`src/rtl/stream_check_pkg.sv`:
```
`default_nettype none
// ============================================================================
//  Module      : stream_check_pkg
//  Description : Shared types and default constants for the stream checker.
//  Revision    : 1.0 - initial release
// ============================================================================
package stream_check_pkg;

    typedef enum logic [1:0] {
        SEARCH  = 2'b00,
        ACQUIRE = 2'b01,
        LOCKED  = 2'b10
    } chk_state_t;

    typedef logic [1:0] err_kind_t;

    localparam err_kind_t ERR_NONE     = 2'b00;
    localparam err_kind_t ERR_DATA     = 2'b01;
    localparam err_kind_t ERR_INTERVAL = 2'b10;
    localparam err_kind_t ERR_TIMEOUT  = 2'b11;

    localparam int c_DEF_DATA_WIDTH = 8;
    localparam int c_DEF_PERIOD     = 4;
    localparam int c_DEF_LOCK_COUNT = 3;
    localparam int c_DEF_ERR_WIDTH  = 16;

endpackage
`default_nettype wire

```
`src/rtl/interval_timer.sv`:
```
`default_nettype none
// ============================================================================
//  Module      : interval_timer
//  Description : Counts cycles since the last valid strobe and flags when the
//                next strobe is due (on_time) or has been missed (late).
//  Revision    : 1.0 - initial release
// ============================================================================
module interval_timer
    import stream_check_pkg::*;
#(
    parameter int PERIOD = c_DEF_PERIOD
) (
    input  logic clock,
    input  logic reset,
    input  logic valid,
    output logic on_time,
    output logic late
);

    localparam int c_CNT_W = $clog2(PERIOD + 2);
    localparam logic [c_CNT_W-1:0] c_PERIOD  = c_CNT_W'(PERIOD);
    localparam logic [c_CNT_W-1:0] c_GAP_MAX = c_CNT_W'(PERIOD + 1);

    logic [c_CNT_W-1:0] r_gap_cnt;

    // Restart at 1 on every strobe, otherwise count up and park one past PERIOD
    always_ff @(posedge clock) begin
        if (reset) begin
            r_gap_cnt <= '0;
        end else if (valid) begin
            r_gap_cnt <= c_CNT_W'(1);
        end else if (r_gap_cnt != c_GAP_MAX) begin
            r_gap_cnt <= r_gap_cnt + 1'b1;
        end
    end

    assign on_time = (r_gap_cnt == c_PERIOD);
    assign late    = on_time && !valid;

endmodule
`default_nettype wire

```
`config.mk`:
```
export PLATFORM = sky130hd
export DESIGN_NAME = interval_timer
export DESIGN_NICKNAME = d
export VERILOG_FILES = /design/src/rtl/stream_check_pkg.sv /design/src/rtl/interval_timer.sv
export SDC_FILE = /design/constraint.sdc
export NUM_CORES = 1
export LEC_CHECK = 0
export ABC_CLOCK_PERIOD_IN_PS = 1300
export CAP_MARGIN = 30
export CORE_AREA = 2 2 39 41
export CTS_CLUSTER_SIZE = 40
export DETAILED_ROUTE_END_ITERATION = 12
export DIE_AREA = 0 0 41 43
export GPL_TIMING_DRIVEN = 1
export RECOVER_POWER = 100
export SETUP_SLACK_MARGIN = 0.02
export SYNTH_ARGS = -nofsm -noshare
export SYNTH_HDL_FRONTEND = slang
export SYNTH_SLANG_ARGS = --single-unit
```
`constraint.sdc`:
```
create_clock -name clock -period 1.3 [get_ports clock]
set_input_delay 0.195 -clock clock [delete_from_list [all_inputs] [get_ports clock]]
set_output_delay 0.195 -clock clock [all_outputs]
set_load 0.02 [all_outputs]
```
==> impl_metrics.py <==
metrics = {
    "die": {
        "number_of_placement_rows": 14,
        "die_h_um": 43,
        "io_pins": 5,
        "design.die.area_mm2": 0.00176,
        "initial_util_pct": 14.7,
        "core_region_area_mm2": 0.00138,
        "die_w_um": 41,
    },
    "clocking": {
        "number_of_cts_inserted_buffers": 3,
        "cts.root.buffer_cell": "clkbuf_4",
        "ctsLongestPathBuffers": 2,
        "clk_transition_reported_paths_ns": 0.04,
        "clock-sinks": 3,
        "clock_tree_from_tritoncts": "built",
        "htree_levels": 1,
        "clkLatencyLatePin_ns": 0.23,
    },
    "layout": {
        "largest_register_ff_count": 3,
        "post-route-cell-area_um2": 333,
        "biggestRegsByFlops": "r_gap_cnt x3",
        "nets": 40,
        "mostFrequentLayoutCell": "buf_4",
        "diodes": 0,
        "top_register": "r_gap_cnt",
        "fillCellCount": 156,
        "final_cell_mix": "buf_4, clkbuf_4",
        "share_of_final_layout_standard_cells_stronger_than_drive_strength_1_pct": 54.5,
        "synthToLayoutAreaGrowth_pct": 63.2,
    },
    "placed_design": {
        "io_buffer_count": 4,
        "postPlaceCellArea_um2": 287,
        "hpwlAfterDp_um": 324,
        "globalplace.congestion": 0.712,
    },
    "synthesis": {
        "synth.yosys.warnings": 0,
        "yosysUniqueCellTypes": 15,
        "ys_seq_area_share_pct": 29.4,
        "synth_nets": 26,
        "synth_compound_area_share_pct": 14.7,
        "synthCells": 20,
        "netlist_area_before_placement_um2": 204,
        "avgSynthCellArea_um2": 10.2,
        "post_synth_mux_area_share_pct": 0,
        "synth.ff_latch_count": 3,
        "synthXorXnorAreaFrac_pct": 0,
        "combinational_family_with_the_most_area_after_synthesis": "simple AND/OR/NAND/NOR gates",
        "post_synth_and_or_nand_nor_area_fraction_pct": 33.7,
        "synth_fa_ha_area_share_pct": 18.4,
    },
    "power": {
        "power_density_normalized_to_cell_area_mw_per_mm2": 948,
        "vdd_drop_max_uv": 154,
        "internal_pwr_total_mw": 0.244,
        "power.switching_mw": 0.0719,
        "leakage_power_nw": 0.154,
        "pwr-share-comb_pct": 16.2,
        "p_sw_share_pct": 22.8,
        "power.share.clock_pct": 51.6,
        "seq_power_share_pct": 32.2,
        "total_power_mw": 0.315,
    },
    "setup_path": {
        "critical_path_required_ns": 1.11,
        "critical_path_arrival_ns": 1.19,
        "cp-end-kind": "primary output",
        "critical_path.max_fanout": 2,
        "timing_worst_setup_path_type": "reg2out",
        "setup.worst_path.start_class": "register",
    },
    "global_routing": {
        "grt_overflow": 0,
        "wire_length_of_the_first_global_routing_pass_um": 738,
        "vias_in_the_first_global_route": 196,
        "grt_usage_pct": 6.71,
        "grt_max_degree": 7,
        "antenna_violations_before_repair": 0,
    },
    "outcome": {
        "violations": "setup timing",
        "outcome": "finished, violations left",
    },
    "detailed_routing": {
        "post_drt_wl_per_cell_um": 8.84,
        "final_antenna_net_count": 0,
        "vias": 189,
        "drc": 0,
        "vias_per_cell": 3.86,
        "drt_pre_antenna_iters": 4,
        "dr.first_iter.drc_count": 1,
        "totalWireLength_um": 433,
    },
    "job": {
        "max_cap_viol_count": 0,
    },
    "worst_hold_path": {
        "min_path_type": "in2reg",
    },
    "sta": {
        "grt_setup_unrepaired": "yes",
        "final_worst_path_setup_slack_ns": -0.0855,
        "timing_max_transition_violations_final": 0,
        "setup_violations": 1,
        "finalCritPeriodShare_pct": 107,
        "max-slew-margin-rel_pct": 84.7,
        "worst_clock_skew_ns": 0.000620,
        "worst_slew_pin_slew_ns": 0.227,
        "max_clock_freq_mhz": 722,
        "final.min_clock_period_ns": 1.39,
        "hold_viol_final": 0,
    },
}
## cell type report
type                            count  area, µm²  area share, %
Tap cell                           16       20.0           6.02
Clock buffer                        4       26.3           7.89
Timing Repair Buffer                9       73.8           22.2
Inverter                            2       7.51           2.26
Sequential cell                     3       62.6           18.8
Multi-Input combinational cell     15        143           42.9
## metrics by stage
step,worst slack (ns),setup TNS (ns),cells,util (%),hold slack (ns)
2_1_floorplan,0.0459,0,20,-,0.260
3_3_place_gp,-0.342,-0.507,43,20.7,0.490
3_5_place_dp,-0.355,-0.534,43,20.7,0.501
4_1_cts,-0.103,-0.103,48,23.4,0.600
5_1_grt,-0.119,-0.122,49,24.1,0.613
6_report,-0.0855,-0.0855,49,24.1,0.582
## layer usage
layer	vias up	global-route usage [%]	share of wire [%]
met4	0	10.0	4.4
li1	96	-	-
met2	4	9.38	55
met5	-	0	0
met1	87	7.01	39
met3	2	0	0.69
## repair_timing
action | in CTS | in global routing
resized for setup | 16 | 3
buffers inserted | 1 | 1
pin swaps | 1 | 0
setup endpoints to repair | 2 | 2
hold buffers | 0 | 0
## synth_stat cells
library cell / number / area (µm²)
and2b_1: 1 / 7.51
a21bo_1: 1 / 10.0
nand3_1: 1 / 5.00
inv_1: 2 / 7.51
a211oi_2: 1 / 12.5
and3b_1: 1 / 8.76
nor2_1: 1 / 3.75
and2b_2: 1 / 8.76
a211oi_1: 1 / 7.51
and2_1: 1 / 6.26
nand2_1: 1 / 3.75
ha_1: 3 / 37.5
dfxtp_1: 3 / 60.1
and4bb_1: 1 / 12.5
nor4_2: 1 / 12.5
## cell families after synthesis
logic type / count (synthesis)
AOI/OAI and AO/OA: 3
buffers and inverters: 2
DFF: 3
and+or+nand+nor: 9
adders and majority gates: 3
## power by group through the flow
stage	Clock [mW]	Sequential [mW]	Combinational (mW)
2_1_floorplan	0	0.102	0.0208
3_3_place_gp	0	0.102	0.0419
3_5_place_dp	0	0.102	0.0421
4_1_cts	0.171	0.101	0.0461
5_1_grt	0.173	0.102	0.0591
6_report	0.163	0.101	0.0511
## path summary, 6_finish.rpt
path         depth (start not counted)                        end                 startpoint  slack (ns)
min reg2reg                          3  r_gap_cnt[1]$_SDFFE_PP0P_  r_gap_cnt[1]$_SDFFE_PP0P_        0.61
min                                  2  r_gap_cnt[0]$_SDFFE_PP0P_                      reset        0.58
max reg2reg                          5  r_gap_cnt[1]$_SDFFE_PP0P_  r_gap_cnt[1]$_SDFFE_PP0P_        0.10
max                                  5                       late  r_gap_cnt[1]$_SDFFE_PP0P_       -0.09
## worst max-delay path: stages (launching register included)
cell and delay, ns:
dfxtp_2 0.33, inv_2 0.05, ha_4 0.14, and2_4 0.12
and2b_2 0.19, buf_6 0.12
(Power assumes the default switching activity.)
